## src/rtl/pixel_stream_filter.sv

```systemverilog
// Streaming RGB pixel filter: per-channel select, blend toward BG_LEVEL, optional horizontal mirror.
// Define PIXEL_FILTER_SAT_EN to make channel select 11 saturate instead of wrap.
module pixel_stream_filter #(
    parameter int                 PIX_W    = 8,
    parameter int                 LINE_LEN = 16,
    parameter logic [PIX_W-1:0]   BG_LEVEL = '0
) (
    input  logic                 clk,
    input  logic                 rst,
    input  logic [1:0]           r_value,
    input  logic [1:0]           g_value,
    input  logic [1:0]           b_value,
    input  logic [1:0]           t_value,
    input  logic                 o_value,
    input  logic                 in_valid,
    output logic                 in_ready,
    input  logic [3*PIX_W-1:0]   in_pixel,
    output logic                 out_valid,
    input  logic                 out_ready,
    output logic [3*PIX_W-1:0]   out_pixel,
    output logic                 out_last
);
    localparam int CW = (LINE_LEN > 1) ? $clog2(LINE_LEN) : 1;
    localparam logic [CW-1:0] LAST     = CW'(LINE_LEN - 1);
    localparam logic [CW-1:0] PRE_LAST = CW'(LINE_LEN - 2);

    typedef enum logic [1:0] {S_PASS, S_FILL, S_DRAIN} state_t;

    state_t               state, state_next;
    logic [CW-1:0]        cnt, rd_idx;
    logic [1:0]           r_lat, g_lat, b_lat, t_lat;
    logic                 o_lat;
    logic [3*PIX_W-1:0]   line_buf [LINE_LEN];
    logic                 first, mirror_now, in_fire, out_fire;
    logic [1:0]           sel_r, sel_g, sel_b, sel_t;
    logic [3*PIX_W-1:0]   filt;

    function automatic logic [PIX_W-1:0] chan_sel(input logic [PIX_W-1:0] c, input logic [1:0] s);
        logic [PIX_W-1:0] res;
        case (s)
            2'b00:   res = '0;
            2'b01:   res = c >> 1;
            2'b10:   res = c;
            default: begin
`ifdef PIXEL_FILTER_SAT_EN
                res = c[PIX_W-1] ? '1 : PIX_W'({c, 1'b0});
`else
                res = PIX_W'({c, 1'b0});
`endif
            end
        endcase
        return res;
    endfunction

    function automatic logic [PIX_W-1:0] blend(input logic [PIX_W-1:0] c, input logic [1:0] t);
        logic [PIX_W+2:0] acc;
        acc = (PIX_W+3)'(c) * (PIX_W+3)'(3'd4 - {1'b0, t})
            + (PIX_W+3)'(BG_LEVEL) * (PIX_W+3)'(t);
        return PIX_W'(acc >> 2);
    endfunction

    // The first pixel of a line uses the live settings, which are captured on its handshake.
    assign first = (cnt == '0);
    assign sel_r = first ? r_value : r_lat;
    assign sel_g = first ? g_value : g_lat;
    assign sel_b = first ? b_value : b_lat;
    assign sel_t = first ? t_value : t_lat;

    assign filt = {blend(chan_sel(in_pixel[3*PIX_W-1:2*PIX_W], sel_r), sel_t),
                   blend(chan_sel(in_pixel[2*PIX_W-1:PIX_W],   sel_g), sel_t),
                   blend(chan_sel(in_pixel[PIX_W-1:0],         sel_b), sel_t)};

    assign out_fire = out_valid && out_ready;

    always_comb begin
        state_next = state;
        in_ready   = 1'b0;
        mirror_now = o_lat;
        in_fire    = 1'b0;
        case (state)
            S_PASS, S_FILL: begin
                mirror_now = first ? o_value : o_lat;
                // Filling only blocks if a pending pass pixel would be overwritten by the drain start.
                if (mirror_now)
                    in_ready = (cnt != LAST) || !out_valid || out_ready;
                else
                    in_ready = !out_valid || out_ready;
                in_fire = in_valid && in_ready;
                if (in_fire) begin
                    if (mirror_now && cnt == LAST) state_next = S_DRAIN;
                    else if (mirror_now)            state_next = S_FILL;
                    else                            state_next = S_PASS;
                end
            end
            default: begin
                if (out_fire && out_last)
                    state_next = o_value ? S_FILL : S_PASS;
            end
        endcase
    end

    always_ff @(posedge clk) begin
        if (rst) begin
            state     <= S_PASS;
            cnt       <= '0;
            rd_idx    <= '0;
            r_lat     <= '0;
            g_lat     <= '0;
            b_lat     <= '0;
            t_lat     <= '0;
            o_lat     <= 1'b0;
            out_valid <= 1'b0;
            out_pixel <= '0;
            out_last  <= 1'b0;
        end else begin
            state <= state_next;
            if (in_fire) begin
                cnt <= (cnt == LAST) ? '0 : cnt + 1'b1;
                if (first) begin
                    r_lat <= r_value;
                    g_lat <= g_value;
                    b_lat <= b_value;
                    t_lat <= t_value;
                    o_lat <= o_value;
                end
            end
            if (state == S_DRAIN) begin
                if (out_fire) begin
                    if (out_last) begin
                        out_valid <= 1'b0;
                        out_last  <= 1'b0;
                    end else begin
                        out_pixel <= line_buf[rd_idx];
                        out_last  <= (rd_idx == '0);
                        rd_idx    <= rd_idx - 1'b1;
                    end
                end
            end else if (in_fire && !mirror_now) begin
                out_valid <= 1'b1;
                out_pixel <= filt;
                out_last  <= (cnt == LAST);
            end else if (in_fire && cnt == LAST) begin
                // Last fill pixel goes straight to the output register as the first mirrored pixel.
                out_valid <= 1'b1;
                out_pixel <= filt;
                out_last  <= 1'b0;
                rd_idx    <= PRE_LAST;
            end else if (out_fire) begin
                out_valid <= 1'b0;
                out_last  <= 1'b0;
            end
        end
    end

    always_ff @(posedge clk) begin
        if (in_fire && mirror_now)
            line_buf[cnt] <= filt;
    end
endmodule

```

## config.mk

```make
export PLATFORM = sky130hd
export DESIGN_NAME = pixel_stream_filter
export DESIGN_NICKNAME = d
export VERILOG_FILES = /design/src/rtl/pixel_stream_filter.sv
export SDC_FILE = /design/constraint.sdc
export NUM_CORES = 1
export LEC_CHECK = 0
export ABC_CLOCK_PERIOD_IN_PS = 12900
export BUFFER_PORTS_ARGS = -buffer_cell sky130_fd_sc_hd__buf_2
export CELL_PAD_IN_SITES_DETAIL_PLACEMENT = 1
export CELL_PAD_IN_SITES_GLOBAL_PLACEMENT = 1
export CORE_MARGIN = 2
export CORE_UTILIZATION = 58
export DETAILED_ROUTE_END_ITERATION = 12
export PLACE_DENSITY_LB_ADDON = 0.1
export REMOVE_ABC_BUFFERS = 1
export SLEW_MARGIN = 20
export SYNTH_ARGS = -nofsm -noshare
export SYNTH_HDL_FRONTEND = slang
export SYNTH_SLANG_ARGS = --single-unit
```

## constraint.sdc

```tcl
create_clock -name clk -period 12.9 [get_ports clk]
set_input_delay 1.29 -clock clk [delete_from_list [all_inputs] [get_ports clk]]
set_output_delay 1.29 -clock clk [all_outputs]
set_load 0.01 [all_outputs]
```

==> summary.txt <==
Status
  • Status: completed

Floorplan
  • Die area: 35500 um^2
  • Rows: 67
  • Die extent in y: 188 um
  • Die W: between 150 and 200 um
  • Starting density of the core: 58.9%
  • Core ar.: 33500 um^2
  • Top-Level Pins: 64

Yosys
  • Syn Std Cell Area: ~20000 um^2
  • Post-synthesis async set-or-reset flop share: 0%
  • Post-Synth Simple-Gate Area: under 10%
  • Mux contribution to synthesized area: between 10% and 20%
  • Largest family of logic cells by synthesized area: multiplexers
  • Top cells by area, synth: edfxtp_1 (58%), mux4_2 (12%), dfxtp_1 (5.0%), ha_1 (4.9%), mux2i_1 (2.1%)
  • Adder-Cell Fraction of Synth Area: 6.55%
  • Xor and xnor area share after synthesis: 1.29%
  • Most common flop cell mapped by yosys: edfxtp_1
  • EDFF count, synth: 384
  • Yosys top cell by area: edfxtp_1
  • Yosys Warn Count: 0
  • Compound-Gate Fraction of Synth Area: 5.88%
  • Seq cells post-synth: 433
  • Mapped Cells: 1203
  • Top-area cell type share of the netlist area: 58.4%
  • Post-synthesis cell type count: 61
  • Post-synthesis sequential area ratio: 63.4%
  • Syn Area/Cell: around 16 um^2

Global routing
  • Met2 global-route usage: between 40% and 50%
  • Antenna violations before repair: 0
  • GR Util met1: 38.9%
  • Largest net degree at the start of global routing: 66
  • First-pass GRT wire length: 73500 um
  • Vias in the first global route: 11900
  • Met3 usage in global routing: 4.40%
  • GR Util All Layers: around 28%
  • Gr busiest metal: met2
  • Grt total ovfl: 0

CTS
  • Cts repair resizes: 0
  • Hold buffer count at cts: 0
  • Max Root-Sink Buffers: 3
  • CTS buffer count: 44
  • H-tree levels: 2
  • Worst-path clk slew: 0.06 ns
  • Setup Fix Bufs, Post-CTS: 0
  • Worst-Skew Late Latency: approximately 0.55 ns
  • Clk sinks: 433
  • CTS tree: yes
  • Root Buffer Master: clkbuf_16

Route
  • DRT antenna net count: 0
  • Drt initial violations: between 900 and 1000
  • Via density: 6.39
  • WL final: between 40000 and 50000 um
  • DR WL/cell: roughly 27 um
  • DRC: 0
  • Initial DRT Pass Iterations: 6
  • Vias: 11300

Worst setup path
  • Crit-path cells: inv_1 -> ha_1 -> nor3b_4 -> buf_4 -> mux2_1 -> inv_2 -> ha_1 -> inv_1 -> a21oi_1 -> ha_1 -> ha_1 -> inv_1 -> fa_1 -> inv_1 -> ha_1 -> fa_1 -> a211oi_1 -> o21bai_1 -> a21oi_1 -> xnor3_1 -> nand2_1 -> a311oi_1
  • Reg2Reg Depth: 22
  • Worst setup path startpoint: cnt[0]
  • Critical path type: register to register
  • Critical path arrival: between 6 and 7 ns
  • CP Capture Type: register
  • Worst R2R Setup Slack: between 6 and 7 ns
  • Top delay family on crit path: adder cells
  • Cell depth of the worst setup path: 22
  • WP data required: 13.33 ns
  • Reg-to-Reg Start: cnt[0]
  • CP Launch Type: register
  • Setup crit end: out_pixel[15]
  • Slowest CP cell: mux2_1
  • CP most frequent cell: ha_1
  • Worst Path Max Fanout: 20
  • FF-to-FF End: out_pixel[15]
  • Buf+Inv Stages, Crit Path: 6
  • Max stage delay on crit path: 0.62 ns

Place
  • Global placement routability congestion: 0.767
  • DP Wirelength: 28000 um
  • Port Buffers: between 60 and 70

STA
  • Total negative slack: 0 ns
  • Fmax: about 160 MHz
  • Hold Vio Cnt, Final: 0
  • Endpoints failing setup: 0
  • RSZ-0062 raised after global routing: false
  • Relative max-transition margin: between 30% and 40%
  • Final Skew: 0.0163 ns
  • Tcrit/Tclk final: 50.0%
  • Minimum clock period: approximately 6.5 ns
  • Max-slew violations: 0
  • Worst-margin pin slew: 1.03 ns

Finish
  • Multi-input logic area: 6830 um^2
  • Nets: 1414
  • Register area: 12500 um^2
  • Ratio of cells with drive above 1 in the final layout: a little under a quarter
  • Area delta synth->final: 11.7%
  • Layout fillers: 2974
  • Antenna Cells: 0

Min path
  • Hold path startpoint: out_pixel[18]
  • Worst hold path class: register to register

Power and ir drop
  • Switch share: 26.5%
  • Reg power frac: 48.5%
  • Internal: 2.64 mW
  • PwrDens: around 160 nW/um^2
  • Combinational fraction of design power: between 15 and 20%
  • Leak: 7.78 nW
  • Clk network pwr share: a little over a third
  • Switch Pwr: 0.949 mW
  • Peak supply drop: 0.000135 V
  • Power Total: around 3.6 mW

Run
  • Max cap viols: 0
==> layer usage <==
layer | wire length, um | part of all wire (%)
met3 | 3300 | 6.8
met1 | 20100 | 41
met4 | 1530 | 3.2
met5 | 0 | 0
met2 | 23500 | 49
==> cell usage after synthesis, drive strengths merged (3+ instances only) <==
cell / number
xor2: 7
o21bai: 5
a211oi: 59
nand3: 11
nand2: 47
ha: 77
and4b: 4
nand2b: 5
nor3: 18
fa: 16
o22ai: 4
o21a: 3
nor2: 47
and2: 52
nor2b: 24
buf: 33
inv: 36
nor3b: 3
mux2i: 43
and4: 7
a21o: 9
a21oi: 37
xnor2: 17
o21ai: 33
nand3b: 5
clkbuf: 30
a311oi: 5
and3: 7
mux4: 104
edfxtp: 384
dfxtp: 49
==> worst min-delay path, cell delays in order (launching register included) <==
cell and delay [ns]:
dfxtp_1 0.31, nor2_1 0.10, nor3_1 0.05
==> sequential cells by signal (all words and copies together), names as in the netlist, named ones only <==
signal and flops:
line_buf 384, out_pixel 24, r_lat 2, g_lat 2, b_lat 2, out_valid 1, state 2, o_lat 1
out_last 1, t_lat 2, cnt 4, rd_idx 4
==> logic make-up (layout without fill, tap and decap cells) <==
group                    count (synthesis)  after routing
flip-flops                             433            433
AND/OR/NAND/NOR                        234            234
AO/OA/AOI/OAI                          168            168
multiplexers                           149            149
buffers and inverters                   99            213
adder cells (fa/ha/maj)                 94             94
XOR/XNOR                                26             26
==> stage by stage <==
step	cell area [um^2]	setup WS [ns]	hold slack, ns	utilization, %	std cells
floorplan	19400	7.25	0.469	-	1140
global placement	20600	6.50	0.476	61.3	1684
detailed placement	20600	6.08	0.481	61.3	1684
CTS	22000	6.12	0.494	65.5	1763
global route	22000	5.92	0.525	65.7	1765
finish	22000	6.45	0.494	65.7	1765
==> layout by cell type (no fill, tap or decap), types with 8 or more instances in the layout <==
master       n
inv_1       34
nand2_1     47
a211oi_1    51
o21ai_0     17
dfxtp_1     45
a21o_1       9
nand3_1     11
xnor2_1     13
and2_1      52
o21ai_1     16
fa_1        16
nor3_1      18
buf_4       33
buf_2       63
mux2i_1     39
clkbuf_16   44
a21oi_1     36
nor2_1      46
clkbuf_1     9
edfxtp_1   384
mux4_2     104
nor2b_1     22
a211oi_2     8
ha_1        77
==> power groups by stage <==
| stage | clock network (mW) | registers, mW | logic (mW) |
|---|---|---|---|
| 2_1_floorplan | 0 | 1.77 | 0.358 |
| 3_3_place_gp | 0 | 1.77 | 0.546 |
| 3_5_place_dp | 0 | 1.77 | 0.582 |
| 4_1_cts | 1.26 | 1.74 | 0.588 |
| 5_1_grt | 1.31 | 1.74 | 0.666 |
| 6_report | 1.24 | 1.74 | 0.603 |
==> worst min path at each step <==
stage	end	cells past startpoint	slack, ns
after floorplan	t_lat[0]	2	0.47
after global placement	out_pixel[8]	2	0.48
after detailed placement	out_pixel[9]	2	0.48
after CTS	out_pixel[9]	2	0.49
after global routing	out_pixel[18]	2	0.52
final	out_pixel[18]	2	0.49
==> layout make-up <==
class | instances | share of cell area (%)
clock buffer | 57 | 5.40
clock inverter | 22 | 0.976
inverter | 36 | 0.613
multi-input combinational | 671 | 31.0
sequential | 433 | 56.8
tap | 448 | 2.54
timing repair buffer | 98 | 2.66
(Power assumes the default switching activity.)
